[src/rtl/chop_sched.sv]
// Segment sequencer for the chopper generator: validates a small table of
// (change_count, max_count, n_periods) segments and plays them back period by period.
module chop_sched #(
    parameter int N_SEG = 4,
    parameter int SEG_W = 2
) (
    input  logic             clk,
    input  logic             rst_n,
    input  logic             cfg_wr,
    input  logic [SEG_W-1:0] cfg_seg,
    input  logic [1:0]       cfg_sel,
    input  logic [31:0]      cfg_data,
    input  logic [SEG_W:0]   cfg_nseg,
    input  logic             arm_i,
    input  logic             trig_i,
    input  logic             abort_i,
    output logic             chop_en_o,
    output logic [31:0]      change_count_o,
    output logic [31:0]      max_count_o,
    output logic [SEG_W-1:0] seg_o,
    output logic             busy_o,
    output logic             done_o,
    output logic             err_o,
    output logic             wr_rej_o
);

    typedef enum logic [1:0] {S_IDLE, S_CHECK, S_ARMED, S_RUN} state_t;

    state_t state_q, state_d;

    logic [31:0]      cc_tab [N_SEG];
    logic [31:0]      mc_tab [N_SEG];
    logic [15:0]      np_tab [N_SEG];

    logic [SEG_W:0]   nseg_q, nseg_d;
    logic [SEG_W-1:0] chk_idx_q, chk_idx_d;
    logic [31:0]      pcnt_q, pcnt_d;
    logic [15:0]      rep_q, rep_d;
    logic             en_q, en_d;
    logic [31:0]      cc_q, cc_d;
    logic [31:0]      mc_q, mc_d;
    logic [SEG_W-1:0] seg_q, seg_d;
    logic             busy_q, busy_d;
    logic             done_q, done_d;
    logic             err_q, err_d;
    logic             wr_rej_q, wr_rej_d;

    logic             wr_ok;
    logic             chk_ok, nseg_bad, last_chk;
    logic             pcnt_wrap, rep_wrap, seg_last;
    logic [SEG_W-1:0] nxt_seg;

    // Table has no reset so its contents survive rst_n.
    assign wr_ok = cfg_wr && (state_q == S_IDLE) && (cfg_sel != 2'd3);

    always_ff @(posedge clk) begin
        if (wr_ok) begin
            case (cfg_sel)
                2'd0:    cc_tab[cfg_seg] <= cfg_data;
                2'd1:    mc_tab[cfg_seg] <= cfg_data;
                default: np_tab[cfg_seg] <= cfg_data[15:0];
            endcase
        end
    end

    assign chk_ok   = (mc_tab[chk_idx_q] >= 32'd2) && (cc_tab[chk_idx_q] != 32'd0) &&
                      (cc_tab[chk_idx_q] < mc_tab[chk_idx_q]) && (np_tab[chk_idx_q] != 16'd0);
    assign nseg_bad = (nseg_q == '0) || (nseg_q > (SEG_W+1)'(N_SEG));
    assign last_chk = (({1'b0, chk_idx_q} + (SEG_W+1)'(1)) == nseg_q);

    assign pcnt_wrap = (pcnt_q == (mc_q - 32'd1));
    assign rep_wrap  = (rep_q == (np_tab[seg_q] - 16'd1));
    assign seg_last  = (({1'b0, seg_q} + (SEG_W+1)'(1)) == nseg_q);
    assign nxt_seg   = seg_q + SEG_W'(1);

    always_comb begin
        state_d   = state_q;
        nseg_d    = nseg_q;
        chk_idx_d = chk_idx_q;
        pcnt_d    = pcnt_q;
        rep_d     = rep_q;
        en_d      = en_q;
        cc_d      = cc_q;
        mc_d      = mc_q;
        seg_d     = seg_q;
        err_d     = err_q;
        done_d    = 1'b0;
        wr_rej_d  = cfg_wr && (state_q != S_IDLE) && (cfg_sel != 2'd3);

        case (state_q)
            S_IDLE: begin
                if (arm_i) begin
                    nseg_d    = cfg_nseg;
                    err_d     = 1'b0;
                    chk_idx_d = '0;
                    state_d   = S_CHECK;
                end
            end
            S_CHECK: begin
                if (abort_i || nseg_bad || !chk_ok) begin
                    err_d   = 1'b1;
                    state_d = S_IDLE;
                end else if (last_chk) begin
                    state_d = S_ARMED;
                end else begin
                    chk_idx_d = chk_idx_q + SEG_W'(1);
                end
            end
            S_ARMED: begin
                if (abort_i) begin
                    err_d   = 1'b1;
                    state_d = S_IDLE;
                end else if (trig_i) begin
                    cc_d    = cc_tab[0];
                    mc_d    = mc_tab[0];
                    seg_d   = '0;
                    en_d    = 1'b1;
                    pcnt_d  = '0;
                    rep_d   = '0;
                    state_d = S_RUN;
                end
            end
            S_RUN: begin
                if (abort_i) begin
                    en_d    = 1'b0;
                    err_d   = 1'b1;
                    state_d = S_IDLE;
                end else if (pcnt_wrap) begin
                    // Period boundary: new segment values apply from the next period.
                    pcnt_d = '0;
                    if (rep_wrap) begin
                        rep_d = '0;
                        if (seg_last) begin
                            en_d    = 1'b0;
                            done_d  = 1'b1;
                            state_d = S_IDLE;
                        end else begin
                            seg_d = nxt_seg;
                            cc_d  = cc_tab[nxt_seg];
                            mc_d  = mc_tab[nxt_seg];
                        end
                    end else begin
                        rep_d = rep_q + 16'd1;
                    end
                end else begin
                    pcnt_d = pcnt_q + 32'd1;
                end
            end
            default: state_d = S_IDLE;
        endcase

        busy_d = (state_d != S_IDLE);
    end

    always_ff @(posedge clk) begin
        if (!rst_n) state_q <= S_IDLE;
        else        state_q <= state_d;
    end

    always_ff @(posedge clk) begin
        if (!rst_n) begin
            nseg_q    <= '0;
            chk_idx_q <= '0;
            pcnt_q    <= '0;
            rep_q     <= '0;
            en_q      <= 1'b0;
            cc_q      <= '0;
            mc_q      <= '0;
            seg_q     <= '0;
            busy_q    <= 1'b0;
            done_q    <= 1'b0;
            err_q     <= 1'b0;
            wr_rej_q  <= 1'b0;
        end else begin
            nseg_q    <= nseg_d;
            chk_idx_q <= chk_idx_d;
            pcnt_q    <= pcnt_d;
            rep_q     <= rep_d;
            en_q      <= en_d;
            cc_q      <= cc_d;
            mc_q      <= mc_d;
            seg_q     <= seg_d;
            busy_q    <= busy_d;
            done_q    <= done_d;
            err_q     <= err_d;
            wr_rej_q  <= wr_rej_d;
        end
    end

    assign chop_en_o      = en_q;
    assign change_count_o = cc_q;
    assign max_count_o    = mc_q;
    assign seg_o          = seg_q;
    assign busy_o         = busy_q;
    assign done_o         = done_q;
    assign err_o          = err_q;
    assign wr_rej_o       = wr_rej_q;

endmodule

[config.mk]
export PLATFORM = sky130hd
export DESIGN_NAME = chop_sched
export DESIGN_NICKNAME = d
export VERILOG_FILES = /design/src/rtl/chop_sched.sv
export SDC_FILE = /design/constraint.sdc
export NUM_CORES = 1
export LEC_CHECK = 0
export BUFFER_PORTS_ARGS = -buffer_cell sky130_fd_sc_hd__buf_2
export CELL_PAD_IN_SITES_DETAIL_PLACEMENT = 1
export CELL_PAD_IN_SITES_GLOBAL_PLACEMENT = 2
export CORE_ASPECT_RATIO = 1.5
export CORE_MARGIN = 5
export CORE_UTILIZATION = 47
export DETAILED_ROUTE_END_ITERATION = 8
export GPL_TIMING_DRIVEN = 0
export PLACE_DENSITY_LB_ADDON = 0.1
export SYNTH_ARGS = -nofsm -noshare
export SYNTH_HDL_FRONTEND = slang
export SYNTH_SLANG_ARGS = --single-unit
[constraint.sdc]
create_clock -name clk -period 12.05 [get_ports clk]
set_input_delay 1.8075 -clock clk [delete_from_list [all_inputs] [get_ports clk]]
set_output_delay 1.8075 -clock clk [all_outputs]
set_load 0.005 [all_outputs]
==> Word-level counts from Yosys, hierarchy flattened <==
Memories as Yosys holds them, arrays and structs flattened. A register that Yosys moved wholly into a read port is not among the register bits.
Cells that the tools add are included.
{ "word_totals": {"n_memories": 3, "reg_bits": 126, "elab_cells": 159, "output_inout_bits": 71, "mem_bits_rw": 320, "input_bits": 45} }
{ "memory_table": {"columns": ["name", "words", "word_bits", "rd", "rd_ports_with_merged_regs", "wr", "line", "text"], "rows": [
  ["cc_tab", 4, 32, 3, 1, 1, "31", "logic [31:0] cc_tab [N_SEG];"],
  ["mc_tab", 4, 32, 3, 1, 1, "32", "logic [31:0] mc_tab [N_SEG];"],
  ["np_tab", 4, 16, 2, 2, 1, "33", "logic [15:0] np_tab [N_SEG];"]
]} }
{ "classes": {"eq_ne": 23, "n_mux": 75, "n_reduce_logical": 30, "bitwise": 4, "addsub": 8, "order_cmp": 3} }
{ "op_table": {"columns": ["operator", "count"], "rows": [
  ["32-bit two-way mux", 16],
  ["32-bit one-hot mux with 2 select lines", 3],
  ["16-bit two-way mux", 5],
  ["2-bit two-way mux", 26],
  ["32-bit by 1-bit adder with 32-bit output (second input constant)", 1],
  ["32-bit == test", 1],
  ["32-bit by 2-bit >= comparator with 1-bit output (second input constant)", 1],
  ["32-bit < comparator", 1],
  ["16-bit one-hot mux with 2 select lines", 1],
  ["32-bit nonzero test", 1],
  ["32-bit by 1-bit subtractor with 32-bit output (second input constant)", 1],
  ["2-bit != test (second input constant)", 11],
  ["1-bit two-way mux", 19],
  ["16-bit by 1-bit adder with 16-bit output (second input constant)", 1],
  ["16-bit == test", 1],
  ["16-bit nonzero test", 1],
  ["16-bit by 1-bit subtractor with 16-bit output (second input constant)", 1],
  ["3-bit != test (second input constant)", 3],
  ["2-bit one-hot mux with 2 select lines", 2],
  ["2-bit one-hot mux with 4 select lines", 1],
  ["4-bit AND reduction", 2],
  ["2-bit nonzero test", 4],
  ["1-bit logical AND", 7],
  ["7-bit AND reduction", 1],
  ["20 further kinds", 32]
]} }

==> Logic depth before layout (Yosys ltp) <==
{ "depth": {"ltp_word": 10, "depth_mapped": 15, "ltp_nobuf": 12} }

==> Worst setup path after synthesis <==
Ideal clock, no wire load.
{ "synth_path": {"path_kind": "input port to flip-flop", "startpoint": "in cfg_sel[1]", "endpoint": "mem cc_tab[0][0] (enable)", "required_ns": 11.589, "arrival_time_ns": 4.447, "path_slack_ns": 7.142, "path_stages": 2, "n_path_buf": 0, "cell_sequence": "or3_1 -> nor3_1"} }
{ "synth_via": {"elab_chain_len": 4, "word_cells_on_any_way": 6} }
{ "synth_lines": {"columns": ["element", "line", "text"], "rows": [
  ["start: declaration", "11", "input logic [1:0] cfg_sel,"],
  ["2-bit zero test / 2-bit != test (equally long branches)", "58, 54", null],
  ["1-bit two-way mux / 1-bit logical AND (equally long branches)", "58, 54", null],
  ["1-bit two-way mux *", "57", "if (wr_ok) begin"],
  ["1-bit two-way mux (not written as such) *", "59", "2'd0: cc_tab[cfg_seg] <= cfg_data;"],
  ["end: declaration", "31", null]
]} }
Every way passes the cells marked *; elsewhere a longest branch is shown, timed or not.

==> impl_metrics.env <==
export IMPL_status="complete, no violations"
export IMPL_vias=15300
export IMPL_p_int_w=0.00248
export IMPL_ys_seq_elements=450
export IMPL_syn_area_um2=21700
export IMPL_p_switching_w=0.000679
export IMPL_p_comb_frac=0.036
export IMPL_drive_above_1_share=0.207
export IMPL_rsz0062_at_grt="false"
export IMPL_pwr_share_seq=0.531
export IMPL_fill_cells=4576
export IMPL_clock_sinks=450
export IMPL_path_clk_slew_ns=0.06
export IMPL_die_y_um=273
export IMPL_period_minus_slack_ns=5.57
export IMPL_syn_area_per_cell_um2=13.2
export IMPL_routed_via_density=6.24
export IMPL_fin_skew_ns=0.0240
export IMPL_ys_types=76
export IMPL_syn_inst=1649
export IMPL_startpoint_type="flop"
export IMPL_synth_edf_count=320
export IMPL_drc=0
export IMPL_cts_made_buffers=44
export IMPL_finalSetupViolCount=0
export IMPL_seqCellArea_um2=12200
export IMPL_io_buffers=115
export IMPL_p_total_w=0.00316
export IMPL_multi_input_area_um2=8950
export IMPL_p_leak_nw=8.35
export IMPL_clk_path_buf_depth=3
export IMPL_cts_repair_resized=0
export IMPL_dp_hpwl_mm=50.9
export IMPL_first_global_vias=16500
export IMPL_io_pins=116
export IMPL_ir_drop_uv=121
export IMPL_floorplan_rows=96
export IMPL_totalWireLength_mm=68.8
export IMPL_max_slew_worst_pin_slew_ns=1.30
export IMPL_critical_path_required_ns=12.51
export IMPL_seq_area_frac_synth=0.562
export IMPL_hold_viol_final=0
export IMPL_period_share=0.462
export IMPL_critPathMaxStageDelay_ns=1.03
export IMPL_die_w_um=186
export IMPL_area_delta_synth_final_pct=13.8
export IMPL_path_buf_inv=3
export IMPL_holdWs_ns=0.457
export IMPL_critPathMaxFanout=10
export IMPL_clock_latency_ns=0.57
export IMPL_antenna_cells=0
export IMPL_place_gp_congestion=0.873
export IMPL_yosys_most_used_dff="edfxtp_1"
export IMPL_cp_cell_sequence="buf_1 > buf_1 > mux4_2 > inv_1 > ha_1 > a21o_1 > a21o_1 > a21oi_1 > nor2_1 > a2111oi_0 > nand4b_1 > nor3b_1 > o21ai_0 > a21oi_1"
export IMPL_die_area_um2=50700
export IMPL_dpl_cell_area_um2=23300
export IMPL_cts_setup_buffers=0
export IMPL_fin_tns_setup_ns=0
export IMPL_drv_cap=0
export IMPL_core_um2=45800
export IMPL_post_drt_wl_per_cell_um=28.1
export IMPL_synth_fp_nets=1731
export IMPL_cp_top_family="buffers and inverters"
export IMPL_cp_end_kind="flop"
export IMPL_cts_hold_buf=0
export IMPL_cts_tree="done"
export IMPL_crit_path_top_delay_cell="buf_1"
export IMPL_slew_headroom=0.124
export IMPL_arrival_ns=6.03
export IMPL_crit_type="flop to flop"
export IMPL_overflow=0
export IMPL_cellPowerDensity_nw_per_um2=128
export IMPL_grt_pass1_wl_mm=103
export IMPL_first_pass_iters=5
export IMPL_max_freq_mhz=180
export IMPL_yosysWarnings=0
export IMPL_first_iter_violations=1038
export IMPL_ys_async_sr_fraction=0
export IMPL_fin_nets=1907
export IMPL_swShare=0.215
export IMPL_slew_viol_final=0
export IMPL_cts_root_buf="clkbuf_16"
export IMPL_p_clk_frac=0.433
export IMPL_antenna_found_initial=0
export IMPL_grt_max_degree=25
export IMPL_final_area_um2=24700
export IMPL_start_util=0.475
export IMPL_antenna_left=0
export IMPL_track_usage=0.268
export IMPL_htreeDepth=2
export IMPL_most_common_layout_cells="320 x edfxtp_1, 130 x dfxtp_1, 123 x buf_2"
export IMPL_hold_path_class="flop to flop"
export IMPL_layout_commonest_cell="edfxtp_1"
## layer usage
layer,track usage,share of wire,vias up
met5,0,0,-
met4,0.0883,0.034,0
met3,0.0310,0.045,135
met2,0.502,0.54,438
met1,0.316,0.38,7912
li1,-,-,6809
## tightest hold or removal path, stage by stage (launching register included)
cell and delay, ns:
dfxtp_1 0.30, nand2_1 0.05, mux2i_1 0.05
## kinds of logic after synthesis
logic type / share of synthesized area
and+or+nand+nor: 0.109
adders and majority gates: 0.0213
DFF: 0.562
muxes: 0.148
AOI/OAI and AO/OA: 0.0934
xor gates and xnor gates: 0.0371
buffers and inverters: 0.0291
## cell type report
class,count,share of cell area
Sequential cell,450,0.494
Timing Repair Buffer,130,0.0322
Clock inverter,25,0.00921
Clock buffer,57,0.0474
Multi-Input combinational cell,1051,0.362
Buffer,105,0.0191
Inverter,43,0.00653
Tap cell,588,0.0298
## synth_stat cells (all sizes together), types with 7 or more instances
cell,n,area share
a211oi,7,0.0026
a21o,13,0.0045
a21oi,39,0.0092
a31oi,7,0.0020
and3,23,0.0066
buf,26,0.0081
clkbuf,79,0.014
dfxtp,130,0.12
edfxtp,320,0.44
ha,37,0.021
inv,43,0.0074
mux2,64,0.033
mux2i,70,0.032
mux4,80,0.083
nand2,120,0.021
nand2b,11,0.0032
nand3,27,0.0062
nand4,28,0.0081
nor2,91,0.016
nor2b,12,0.0035
nor3,20,0.0048
nor4,45,0.015
nor4b,9,0.0046
o2111ai,7,0.0028
o211ai,9,0.0031
o21ai,23,0.0055
o221ai,65,0.026
o22a,64,0.026
or3,18,0.0054
xnor2,41,0.017
xor2,51,0.021
## final timing paths
path,start,endpoint,slack [ns],cells after the start
setup / recovery,flop,flop,6.48,14
hold / removal,change_count_o[3],change_count_o[3],0.46,2
setup reg to reg,flop,flop,6.48,14
hold reg to reg,change_count_o[3],change_count_o[3],0.46,2
## through the flow
stage                      util  std cells  setup slack [ns]
after CTS                 0.540       2449              6.50
after global placement    0.503       2352              4.68
final                     0.540       2449              6.48
after global routing      0.540       2449              6.04
after floorplan               -       1649              7.14
after detailed placement  0.510       2367              6.57
## flip-flops by register name (all words and copies together), names as in the netlist, named ones only
register,flops
busy_o,1
cc_tab,128
change_count_o,32
chk_idx_q,2
chop_en_o,1
done_o,1
err_o,1
max_count_o,32
mc_tab,128
np_tab,64
nseg_q,3
pcnt_q,32
rep_q,16
seg_o,2
state_q,2
wr_rej_o,1
## power by group through the flow
stage	Clock [W]	Sequential (W)	Combinational, W
2_1_floorplan	0	0.00171	0.0000499
3_3_place_gp	0	0.00171	0.000104
3_5_place_dp	0	0.00171	0.000111
4_1_cts	0.00139	0.00168	0.000112
5_1_grt	0.00146	0.00168	0.000119
6_report	0.00137	0.00168	0.000112
No activity file was read; power rests on OpenSTA's default activity.
